<file path="src/rtl/arith_decoder_if.sv">
// Handshake bundle between the serial code source, the arithmetic decoder and the symbol consumer.
// The master side drives start and the code bits; the slave side is the decoder.
interface arith_decoder_if;
  logic       start;
  logic       bit_in;
  logic       bit_valid;
  logic       bit_ready;
  logic [2:0] symbol_out;
  logic       symbol_valid;
  logic       done;

  modport master (
    output start, bit_in, bit_valid,
    input  bit_ready, symbol_out, symbol_valid, done
  );

  modport slave (
    input  start, bit_in, bit_valid,
    output bit_ready, symbol_out, symbol_valid, done
  );
endinterface

</file>
<file path="src/rtl/arith_decoder.sv">
// Integer arithmetic decoder: rebuilds a frame of three-bit channel symbols from the encoder's
// serial code stream using the same word length, frequency table and E1/E2/E3 renormalisation.
module arith_decoder #(
  parameter int WORD_BITS     = 9,
  parameter int TOTAL_COUNT   = 96,
  parameter int FRAME_SYMBOLS = 96
) (
  input logic            sys_clk,
  input logic            sys_reset,
  arith_decoder_if.slave dif
);
  localparam int W   = WORD_BITS;
  localparam int RW  = WORD_BITS + 1;
  localparam int PW  = 16;
  localparam int FCW = $clog2(WORD_BITS + 1);
  localparam int SCW = $clog2(FRAME_SYMBOLS + 1);
  localparam logic [FCW-1:0] FILL_LAST = FCW'(WORD_BITS - 1);
  localparam logic [SCW-1:0] SYM_LAST  = SCW'(FRAME_SYMBOLS);
  localparam logic [W-1:0]   MSB_FLIP  = W'(1) << (W - 1);

  typedef enum logic [2:0] {
    S_IDLE, S_FILL, S_SEARCH, S_UPDATE, S_RENORM, S_DONE
  } state_t;

  state_t         state, state_nxt;
  logic [W-1:0]   low, up, tag;
  logic [FCW-1:0] fill_cnt;
  logic [SCW-1:0] sym_cnt;
  logic [2:0]     k;
  logic [RW-1:0]  range;
  logic [RW-1:0]  bound_k;
  logic [W-1:0]   base_k;
  logic [W-1:0]   flip;
  logic           tag_hit, last_k, e12, e3, need_shift, xfer;
  logic [2:0]     sym_code_p1;
  logic           sym_vld_p1;

  function automatic logic [6:0] cum_at(input logic [2:0] idx);
    case (idx)
      3'd0:    return 7'd0;
      3'd1:    return 7'd2;
      3'd2:    return 7'd71;
      3'd3:    return 7'd90;
      3'd4:    return 7'd94;
      default: return 7'd96;
    endcase
  endfunction

  function automatic logic [2:0] sym_map(input logic [2:0] idx);
    case (idx)
      3'd0:    return 3'b101;
      3'd1:    return 3'b000;
      3'd2:    return 3'b001;
      3'd3:    return 3'b010;
      default: return 3'b011;
    endcase
  endfunction

  // floor(range * cum / TOTAL_COUNT); the product never exceeds 512 * 96 so 16 bits suffice
  function automatic logic [RW-1:0] scale(input logic [RW-1:0] rng, input logic [6:0] c);
    logic [PW-1:0] prod;
    prod = PW'(rng) * PW'(c);
    return RW'(prod / PW'(TOTAL_COUNT));
  endfunction

  always_comb begin
    range      = {1'b0, up} - {1'b0, low} + RW'(1);
    bound_k    = {1'b0, low} + scale(range, cum_at(k + 3'd1)) - RW'(1);
    base_k     = low + W'(scale(range, cum_at(k)));
    tag_hit    = ({1'b0, tag} <= bound_k);
    last_k     = (k == 3'd4);
    e12        = (low[W-1] == up[W-1]);
    e3         = !e12 && low[W-2] && !up[W-2];
    need_shift = e12 || e3;
    flip       = e3 ? MSB_FLIP : '0;
    xfer       = dif.bit_valid && dif.bit_ready;
  end

  always_ff @(posedge sys_clk or negedge sys_reset) begin
    if (!sys_reset) state <= S_IDLE;
    else            state <= state_nxt;
  end

  always_comb begin
    state_nxt = state;
    case (state)
      S_IDLE, S_DONE: if (dif.start) state_nxt = S_FILL;
      S_FILL:         if (xfer && fill_cnt == FILL_LAST) state_nxt = S_SEARCH;
      S_SEARCH:       if (tag_hit || last_k) state_nxt = S_UPDATE;
      S_UPDATE:       state_nxt = S_RENORM;
      S_RENORM:       if (!need_shift) state_nxt = (sym_cnt == SYM_LAST) ? S_DONE : S_SEARCH;
      default:        state_nxt = S_IDLE;
    endcase
  end

  always_comb begin
    dif.bit_ready    = (state == S_FILL) || (state == S_RENORM && need_shift);
    dif.done         = (state == S_DONE);
    dif.symbol_out   = sym_code_p1;
    dif.symbol_valid = sym_vld_p1;
  end

  always_ff @(posedge sys_clk or negedge sys_reset) begin
    if (!sys_reset) begin
      low         <= '0;
      up          <= '1;
      tag         <= '0;
      fill_cnt    <= '0;
      sym_cnt     <= '0;
      k           <= '0;
      sym_code_p1 <= '0;
      sym_vld_p1  <= 1'b0;
    end else begin
      sym_vld_p1 <= 1'b0;
      case (state)
        S_IDLE, S_DONE: begin
          if (dif.start) begin
            low      <= '0;
            up       <= '1;
            tag      <= '0;
            fill_cnt <= '0;
            sym_cnt  <= '0;
            k        <= '0;
          end
        end
        S_FILL: begin
          if (xfer) begin
            tag      <= {tag[W-2:0], dif.bit_in};
            fill_cnt <= fill_cnt + FCW'(1);
          end
        end
        S_SEARCH: begin
          if (!(tag_hit || last_k)) k <= k + 3'd1;
        end
        // symbol decision registered here; symbol_valid leads the first renormalisation cycle
        S_UPDATE: begin
          low         <= base_k;
          up          <= bound_k[W-1:0];
          sym_code_p1 <= sym_map(k);
          sym_vld_p1  <= 1'b1;
          sym_cnt     <= sym_cnt + SCW'(1);
        end
        S_RENORM: begin
          if (need_shift) begin
            if (xfer) begin
              low <= {low[W-2:0], 1'b0} ^ flip;
              up  <= {up[W-2:0], 1'b1} ^ flip;
              tag <= {tag[W-2:0], dif.bit_in} ^ flip;
            end
          end else begin
            k <= '0;
          end
        end
        default: ;
      endcase
    end
  end
endmodule

</file>
<file path="src/flat_wrapper.sv">
// flat-port wrapper written by rule: the top's interface ports become plain ports
module arith_decoder_flat 
#(
  parameter int WORD_BITS     = 9,
  parameter int TOTAL_COUNT   = 96,
  parameter int FRAME_SYMBOLS = 96
)
  (sys_clk, sys_reset, dif_start, dif_bit_in, dif_bit_valid, dif_bit_ready, dif_symbol_out, dif_symbol_valid, dif_done);
  arith_decoder_if dif_i ();
  input logic sys_clk;
  input logic sys_reset;
  input wire logic [$bits(dif_i.start)-1:0] dif_start;
  input wire logic [$bits(dif_i.bit_in)-1:0] dif_bit_in;
  input wire logic [$bits(dif_i.bit_valid)-1:0] dif_bit_valid;
  output wire logic [$bits(dif_i.bit_ready)-1:0] dif_bit_ready;
  output wire logic [$bits(dif_i.symbol_out)-1:0] dif_symbol_out;
  output wire logic [$bits(dif_i.symbol_valid)-1:0] dif_symbol_valid;
  output wire logic [$bits(dif_i.done)-1:0] dif_done;
  assign dif_i.start = dif_start;
  assign dif_i.bit_in = dif_bit_in;
  assign dif_i.bit_valid = dif_bit_valid;
  assign dif_bit_ready = dif_i.bit_ready;
  assign dif_symbol_out = dif_i.symbol_out;
  assign dif_symbol_valid = dif_i.symbol_valid;
  assign dif_done = dif_i.done;
  arith_decoder #(.WORD_BITS(WORD_BITS), .TOTAL_COUNT(TOTAL_COUNT), .FRAME_SYMBOLS(FRAME_SYMBOLS)) u_core (.sys_clk(sys_clk), .sys_reset(sys_reset), .dif(dif_i));
endmodule
</file>
<file path="config.mk">
export PLATFORM = sky130hd
export DESIGN_NAME = arith_decoder_flat
export DESIGN_NICKNAME = d
export VERILOG_FILES = /design/src/rtl/arith_decoder_if.sv /design/src/rtl/arith_decoder.sv /design/src/flat_wrapper.sv
export SDC_FILE = /design/constraint.sdc
export NUM_CORES = 1
export LEC_CHECK = 0
export ABC_AREA = 1
export CORE_MARGIN = 2
export CORE_UTILIZATION = 66
export CTS_BUF_LIST = sky130_fd_sc_hd__clkbuf_16
export CTS_CLUSTER_DIAMETER = 50
export DETAILED_ROUTE_END_ITERATION = 12
export HOLD_SLACK_MARGIN = 0.05
export PLACE_DENSITY = 0.83
export SETUP_SLACK_MARGIN = 0.05
export SLEW_MARGIN = 20
export SYNTH_ARGS = -nofsm -noshare
export SYNTH_HDL_FRONTEND = slang
export SYNTH_SLANG_ARGS = --single-unit
</file>
<file path="constraint.sdc">
create_clock -name sys_clk -period 12.2 [get_ports sys_clk]
set_input_delay 1.83 -clock sys_clk [delete_from_list [all_inputs] [get_ports sys_clk]]
set_output_delay 1.83 -clock sys_clk [all_outputs]
set_load 0.05 [all_outputs]
</file>
==> qor.csv, run 1 <==
metric,value,unit
syn_area_per_cell,7.275,um^2
crit_top_cell,nand2_1,
initial_utilization,67.40,%
cts_root_buf,clkbuf_16,
fill_cells,1064,
numCtsBuffers,5,
fin_area,0.009545,mm^2
critPathKind,reg2reg,
die_area,0.01441,mm^2
ant_nets,0,
path_clk_slew,70,ps
multi_input_area,0.006805,mm^2
die_h,120.1,um
synth-edff-count,0,
async_flop_share,100.0,%
clock_latency,300,ps
clock.fmax,0.08720,GHz
syn_inst,1222,
wl_per_cell,14.72,um
setup_ws,732.3,ps
status,completed,
final_nets,1449,
via_count,7891,
finalSetupViolCount,0,
path_max_fanout,6,
io_buffers,10,
syn2layout_area_growth,7.375,%
grt_antenna_before_repair,0,
dpl_worst_slack,382.5,ps
track_usage,29.23,%
cts_hold_buffers,0,
slew_headroom,36.52,%
end_kind,flop,
drt-total-wl,20.82,mm
worstSetupStartpointType,flop,
die_w,120.1,um
vias_per_cell,5.581,
synth_area,0.008890,mm^2
seq_area_frac_synth,13.64,%
hpwl,16.85,mm
yosysUniqueCellTypes,47,
finClkSkew,7.096,ps
grt_max_degree,49,
synthTopCellsByArea,"ha_1, fa_1, dfrtp_1",
hold_viol,0,
hold_path_class,reg2reg,
cts.path.max_buffers,2,
num_antenna_cells,0,
ys.warnings.count,0,
drc,0,
rows,42,
syn_nets,1434,
coreArea,0.01319,mm^2
max-cap-violations,0,
cts_sinks,48,
final.period_utilization,94.00,%
cts_tree,done,
pin_count,11,
place_congestion,0.8799,
dr.pass1.iters,5,
yosys.area.top_type_share,18.02,%
grt_pass1_wl,34.28,mm
grt_overflow_total,0,
ys_seq_elements,48,
ys.flop_type,dfrtp_1,
worstMarginPinSlew,948.8,ps
worst-endpoint-arrival,11640,ps
h-tree-depth,2,
maxSlewViolCount,0,
synth_top_area_cell,ha_1,
first_iter_violations,594,
critPathMaxStageDelay,540,ps
drive_gt1_share,11.07,%
cp.required,12370,ps
regArea,0.001212,mm^2
place_area,0.009179,mm^2
grt_pass1_vias,7673,
layout_min_cycle_time,11470,ps
slowest_stage,dfstp_2,
through the flow:
stage,std cells,TNS (ps),utilization (%),hold WS (ps)
floorplan,1222,0,-,450.5
global placement,1399,0,69.59,462.6
detailed placement,1399,0,69.59,459.9
CTS,1407,0,70.65,471.4
global route,1414,-275.2,72.37,492.0
finish,1414,0,72.37,471.7
layer usage:
metal / share of wire [%] / GRT usage (%) / wire, um / vias up
met3: 4.5 / 2.899 / 939 / 41
met2: 50 / 51.24 / 10400 / 211
met1: 43 / 37.76 / 8909 / 3753
li1: - / - / - / 3886
met4: 2.7 / 9.779 / 564 / 0
met5: 0 / 0 / 0 / -
worst max-delay path: cells and delay by family (launching register included):
| family | cells | cell delay [ps] |
|---|---|---|
| simple gates | 34 | 4430 |
| fa+ha+maj | 10 | 3660 |
| compound gates | 18 | 1900 |
| flops | 1 | 540 |
| buf+inv | 7 | 430 |
| xor+xnor | 2 | 420 |
what timing repair did:
action,CTS,global route
setup endpoints to repair,0,6
setup buffers,0,7
gates resized for setup,0,46
cell usage in the layout (no fill, tap or decap), types with 7 or more instances in the layout:
cell,count
inv_2,13
nand2_1,209
a22oi_1,7
buf_4,10
a21oi_1,58
o21ai_2,14
xor2_1,27
nor2_1,126
nand3_2,18
o21ai_0,53
nor2_2,10
o21ai_1,15
dfstp_2,9
xnor2_1,8
o22ai_1,10
a31oi_1,8
ha_1,126
nor3_1,7
nand3_1,36
nand2_2,25
fa_1,78
clkdlybuf4s50_1,9
dfrtp_1,39
inv_1,253
a21oi_2,8
logic make-up after synthesis:
logic type      share of synthesized area, %
fa+ha+maj                              35.81
simple gates                           22.05
buf+inv                                11.74
compound gates                         12.93
xor+xnor                               3.828
flops                                  13.64
sequential cells by signal, indices dropped and copies added, names as in the netlist:
register / cells
u_core.dif.symbol_out: 3
u_core.dif.symbol_valid: 1
u_core.fill_cnt: 4
u_core.k: 3
u_core.low: 9
u_core.state: 3
u_core.sym_cnt: 7
u_core.tag: 9
u_core.up: 9
worst paths after layout:
| check | depth (start not counted) | slack [ps] | startpoint | end |
|---|---|---|---|---|
| max | 71 | 730 | u_core.up[3] | u_core.k[0] |
| min | 2 | 470 | u_core.up[8] | u_core.up[8] |
| max reg2reg | 71 | 730 | u_core.up[3] | u_core.k[0] |
| min reg2reg | 2 | 470 | u_core.up[8] | u_core.up[8] |
| max in group asynchronous | 1 | 10240 | sys_reset | u_core.tag[3] |
| min in group asynchronous | 1 | 1530 | sys_reset | u_core.sym_cnt[3] |
synth_stat cells (11+ instances only):
| cell | n |
|---|---|
| inv_1 | 255 |
| nand2_1 | 216 |
| nor2_1 | 131 |
| ha_1 | 128 |
| fa_1 | 79 |
| a21oi_1 | 63 |
| o21ai_0 | 56 |
| nand3_1 | 44 |
| dfrtp_1 | 39 |
| xor2_1 | 29 |
| nand2_2 | 20 |
| o21ai_1 | 17 |
| clkbuf_1 | 11 |
layout make-up:
cell class	count	area share (%)
Tap cell	176	2.307
Sequential cell	48	12.70
Clock buffer	5	1.311
Clock inverter	3	0.1573
Multi-Input combinational cell	896	71.29
Inverter	267	10.50
Timing Repair Buffer	19	1.730
Power of run 1 is left out: the tool's default activity adds up to more than one toggle a clock period on the data nets, which glitch-free logic cannot reach.
==> run 2, diff against run 1 <==
SKIP_CTS_REPAIR_TIMING = 1   (was not set)
==> results of run 2 <==
Final layout, timing and power as in run 1 (identical DEF).
Power of run 2 is left out for the same reason.
